File: config.mk
export PLATFORM = sky130hd
export DESIGN_NAME = noncoh_acc_ctrl
export DESIGN_NICKNAME = d
export VERILOG_FILES = /design/src/rtl/noncoh_acc_ctrl.sv
export SDC_FILE = /design/constraint.sdc
export NUM_CORES = 1
export LEC_CHECK = 0
export CAP_MARGIN = 5
export CELL_PAD_IN_SITES_DETAIL_PLACEMENT = 1
export CELL_PAD_IN_SITES_GLOBAL_PLACEMENT = 2
export CORE_MARGIN = 3
export CORE_UTILIZATION = 50
export CTS_BUF_LIST = sky130_fd_sc_hd__clkbuf_2 sky130_fd_sc_hd__clkbuf_4 sky130_fd_sc_hd__clkbuf_8
export DETAILED_ROUTE_END_ITERATION = 16
export GPL_ROUTABILITY_DRIVEN = 0
export MAX_ROUTING_LAYER = met4
export PLACE_DENSITY_LB_ADDON = 0.1
export SLEW_MARGIN = 5
export SYNTH_ARGS = -nofsm -noshare
export SYNTH_HDL_FRONTEND = slang
export SYNTH_SLANG_ARGS = --single-unit
File: constraint.sdc
create_clock -name clk -period 2.4 [get_ports clk]
set_input_delay 0.72 -clock clk [delete_from_list [all_inputs] [get_ports clk]]
set_output_delay 0.72 -clock clk [all_outputs]
set_load 0.03 [all_outputs]
File: src/rtl/noncoh_acc_ctrl.sv
// Noncoherent accumulation buffer controller: per-bin read / saturating write-back,
// per-round extra_shift scaling and last-round peak search.
module noncoh_acc_ctrl #(
  parameter int DEPTH = 64,
  parameter int AW    = 6
) (
  input  logic          clk,
  input  logic          rst_b,
  input  logic          round_start,
  input  logic          first_round,
  input  logic          last_round,
  input  logic [3:0]    noncoh_shift_cfg,
  input  logic          coh_valid,
  input  logic [8:0]    noncoh_out,
  input  logic          exceed,
  output logic [7:0]    noncoh_data,
  output logic [3:0]    noncoh_shift,
  output logic          extra_shift,
  output logic [3:0]    scale_cnt,
  output logic          busy,
  output logic          overrun,
  output logic          peak_valid,
  output logic [8:0]    peak_value,
  output logic [AW-1:0] peak_index
);
  localparam int            NSTG      = 3;
  localparam logic [AW:0]   LAST_BIN  = (AW+1)'(DEPTH - 1);
  localparam logic [AW:0]   BIN_ONE   = (AW+1)'(1);
  localparam logic [AW-1:0] LAST_ADDR = AW'(DEPTH - 1);

  logic [AW:0]     bin_reg;
  logic            round_active_reg;
  logic            first_reg;
  logic            last_reg;
  logic            exceed_seen_reg;
  logic [NSTG-1:0] vld_reg;
  logic [AW-1:0]   addr_reg [NSTG];
  logic [7:0]      mem [DEPTH];
  logic [7:0]      rd_data_reg;

  logic            accept;
  logic            start_ok;
  logic            wr_en;
  logic            peak_upd;
  logic [7:0]      wr_data;

  assign busy     = round_active_reg | (|vld_reg);
  assign accept   = coh_valid & round_active_reg & (bin_reg <= LAST_BIN);
  assign start_ok = round_start & ~busy;
  assign wr_en    = vld_reg[NSTG-1];
  assign wr_data  = noncoh_out[8] ? 8'hFF : noncoh_out[7:0];
  assign peak_upd = wr_en & last_reg & (noncoh_out > peak_value);

  // Buffer RAM: registered read at issue, write-back three cycles later.
  always_ff @(posedge clk) begin
    if (accept) begin
      rd_data_reg <= mem[bin_reg[AW-1:0]];
    end
    if (wr_en) begin
      mem[addr_reg[NSTG-1]] <= wr_data;
    end
  end

  always_ff @(posedge clk or negedge rst_b) begin
    if (!rst_b) begin
      vld_reg <= '0;
      for (int i = 0; i < NSTG; i++) begin
        addr_reg[i] <= '0;
      end
    end else begin
      vld_reg     <= {vld_reg[NSTG-2:0], accept};
      addr_reg[0] <= bin_reg[AW-1:0];
      for (int i = 1; i < NSTG; i++) begin
        addr_reg[i] <= addr_reg[i-1];
      end
    end
  end

  always_ff @(posedge clk or negedge rst_b) begin
    if (!rst_b) begin
      bin_reg          <= '0;
      round_active_reg <= 1'b0;
      first_reg        <= 1'b0;
      last_reg         <= 1'b0;
      exceed_seen_reg  <= 1'b0;
      noncoh_data      <= '0;
      noncoh_shift     <= '0;
      extra_shift      <= 1'b0;
      scale_cnt        <= '0;
      overrun          <= 1'b0;
      peak_valid       <= 1'b0;
      peak_value       <= '0;
      peak_index       <= '0;
    end else begin
      peak_valid <= wr_en & last_reg & (addr_reg[NSTG-1] == LAST_ADDR);

      if (accept) begin
        bin_reg <= bin_reg + BIN_ONE;
        if (bin_reg == LAST_BIN) begin
          round_active_reg <= 1'b0;
        end
      end else if (coh_valid) begin
        overrun <= 1'b1;
      end

      if (vld_reg[0]) begin
        noncoh_data <= first_reg ? 8'd0 : rd_data_reg;
      end

      if (vld_reg[1] && exceed) begin
        exceed_seen_reg <= 1'b1;
      end

      if (peak_upd) begin
        peak_value <= noncoh_out;
        peak_index <= addr_reg[NSTG-1];
      end

      // A start is only taken when idle, so none of the pipeline updates above can collide.
      if (start_ok) begin
        first_reg        <= first_round;
        last_reg         <= last_round;
        noncoh_shift     <= noncoh_shift_cfg;
        extra_shift      <= exceed_seen_reg;
        exceed_seen_reg  <= 1'b0;
        bin_reg          <= '0;
        round_active_reg <= 1'b1;
        if (exceed_seen_reg && (scale_cnt != 4'hF)) begin
          scale_cnt <= scale_cnt + 4'd1;
        end
        if (last_round) begin
          peak_value <= '0;
          peak_index <= '0;
        end
      end
    end
  end
endmodule

==> run metrics, run 1 <==
Flop pwr share=0.401; worst-path fanout max=11; worst slew pin tran=0.754 ns; final worst path period need=2.38 ns; Leak=9.75 nW; 1st-iter DRT viols=1224; period utilisation layout=0.990; cell family with most CP delay=compound AO/OA/AOI/OAI gates; Comb power frac=0.330; Pwr Total=31.2 mW; CTS tree=done; initial cell density of the core=0.512; Clock Pin Slew Worst Setup and Hold Paths=0.07 ns; CP endpoint kind=flip-flop; worst skew pair latency=0.69 ns; core area=44800 sq um; CTS sink cnt=586; hpwl dp=37.5 mm; I/O pin count=55; input/output buffers=54; global route overflow=0; crit start category=flip-flop; Worst EP required=2.83 ns; dominant synthesized flop cell=edfxtp_1; Critical Path AT=2.81 ns; DRT Wirelength=58.5 mm; post-synthesis sequential area ratio=0.752; clock root buffer=clkbuf_8; slowest CP cell=mux4_1; Synth warnings=0; initial antenna violation count=0; Hold/Removal Path Class=in2async; Initial DRT Pass Iterations=5; ratio of total power to cell area=1130 nW/um^2; Cell Area, Synth=22900 sq um; H-tree depth=3; Int Power=21.2 mW; Crit path top cell by count=buf_12; largest net degree at the start of global routing=57; Vias=12279; Core Util, Final=0.618; Psw=10.0 mW; # DRC=0; Inserted Diodes=0; CP Class=reg2reg; post-route antenna net violation count=0; VDD IR max=0.580 mV; CTS max path bufs=3; die footprint=48500 sq um; Syn Area/Cell=19.6 sq um; Relative slew margins=0.497; crit-path cells=buf_12 -> buf_12 -> mux4_1 -> a22oi_1 -> buf_4 -> a21oi_1 -> a211o_1; Hold-fix buffers, CTS=0; Yosys reg bits=586; die height=220 um; die width=220 um; routed length per instance=27.7 um; Mapped Cells=1168; first-pass GRT wire length=86.7 mm; hold slack final=0.114 ns; Post-synth EDFFs=520; Hold Vio Cnt, Final=0; Inst Count DP=1924; Largest stage delay, worst path=0.56 ns; nets=1478; fmax=0.421 GHz; final setup vio count=0; Post-Layout Cell Count=2111; MaxCap Viol Count=0; Buffers & Inverters on Critical Path=3; vias in the first global route=13019; row cnt=77; Vias/cell=5.82; Layout Skew=0.0259 ns; Yosys cell types=51; area grow syn2layout=20.7%; fin. max-slew vios=0; cts bufs inserted=95; Clock power frac=0.269; layout cells sized above 1=0.337; ys async rst share=0.113; status=completed; syn_nets=1199; flip-flop count of the largest register after layout=512; all-layer global routing usage=0.257; RSZ-0062 raised after global routing=yes; Switching Share=0.321
-- Yosys cell counts, drive strengths merged, types with 5 or more instances --
cell | count | area share
dfrtp | 66 | 0.072
clkbuf | 17 | 0.0029
inv | 34 | 0.0056
ha | 11 | 0.0060
nor2b | 15 | 0.0041
edfxtp | 520 | 0.68
nor2 | 87 | 0.014
a22oi | 16 | 0.0052
nand3 | 15 | 0.0033
nand2 | 55 | 0.0090
a211oi | 8 | 0.0026
nor3 | 5 | 0.0011
buf | 42 | 0.014
mux4 | 120 | 0.12
nand4 | 7 | 0.0019
o21ai | 9 | 0.0020
mux2 | 15 | 0.0074
o22ai | 9 | 0.0025
mux2i | 40 | 0.017
o221ai | 12 | 0.0046
a21oi | 11 | 0.0024
-- logic make-up after synthesis --
group                    count (synthesis)  share of synthesized area
buffers and inverters                   94                     0.0223
AND/OR/NAND/NOR                        196                     0.0373
adder cells (fa/ha/maj)                 11                    0.00600
flip-flops                             586                      0.752
AO/OA/AOI/OAI                           98                     0.0318
XOR/XNOR                                 8                    0.00305
multiplexers                           175                      0.147
-- area by class of cell --
class / count / area, sq um
Multi-Input combinational cell: 488 / 5370
Clock buffer: 132 / 1610
Fill cell: 3902 / 17100
Clock inverter: 37 / 239
Timing Repair Buffer: 241 / 2330
Tap cell: 592 / 741
Sequential cell: 586 / 17300
Inverter: 35 / 131
-- layer usage --
layer / global-route usage / vias to the layer above / share of wire
li1: - / 5287 / -
met1: 0.359 / 6499 / 0.43
met2: 0.388 / 386 / 0.48
met3: 0.0523 / 107 / 0.067
met4: 0.0809 / 0 / 0.026
met5: - / - / 0
-- through the flow --
stage	instance area, sq um	setup TNS (ns)	setup WS (ns)
floorplan	22900	0	0.0670
finish	27700	0	0.0244
global placement	25400	-5.12	-0.279
detailed placement	25400	-5.49	-0.303
CTS	27500	-0.187	-0.168
global route	27700	-0.182	-0.0543
-- power by group through the flow --
stage          clock [mW]  sequential [mW]  combinational, mW
2_1_floorplan           0             12.9               5.44
3_3_place_gp            0             12.8               9.24
3_5_place_dp            0             12.8               9.34
4_1_cts              8.63             12.5               9.92
5_1_grt              9.10             12.6               10.9
6_report             8.39             12.5               10.3
-- repair_timing --
action	CTS	global route
gates cloned	2	2
endpoints found under the setup margin	43	9
gates resized for setup	75	37
pin swaps	3	8
setup buffers	8	8
-- worst paths after layout --
| path | start | end | slack, ns | cells past startpoint |
|---|---|---|---|---|
| worst max-delay path | bin_reg[0]$_DFFE_PN0P_ | rd_data_reg[7]$_DFFE_PP_ | 0.02 | 7 |
| max in group asynchronous | rst_b | addr_reg[8]$_DFF_PN0_ | 1.63 | 2 |
| worst max register to register | bin_reg[0]$_DFFE_PN0P_ | rd_data_reg[7]$_DFFE_PP_ | 0.02 | 7 |
| worst min register to register | addr_reg[10]$_DFF_PN0_ | addr_reg[4]$_DFF_PN0_ | 0.35 | 0 |
| min in group clk | addr_reg[10]$_DFF_PN0_ | addr_reg[4]$_DFF_PN0_ | 0.35 | 0 |
| worst min-delay path | rst_b | scale_cnt[1]$_DFFE_PN0P_ | 0.11 | 1 |
-- cell usage in the layout, fill, tap and decap left out, types with 21 or more instances in the layout --
| master | count |
|---|---|
| edfxtp_1 | 520 |
| buf_4 | 153 |
| mux4_2 | 100 |
| clkbuf_8 | 99 |
| nor2_1 | 85 |
| dfrtp_1 | 63 |
| nand2_1 | 46 |
| mux2i_1 | 39 |
| inv_1 | 34 |
| dlygate4sd2_1 | 34 |
| clkbuf_4 | 33 |
| buf_12 | 23 |
| clkinv_1 | 21 |
No activity file was read; power rests on OpenSTA's default activity.
==> run 2: changes to the inputs <==
- ABC_CLOCK_PERIOD_IN_PS: unset -> 2400
==> results of run 2 <==
No change in the layout: final DEF, timing and power equal those of run 1.
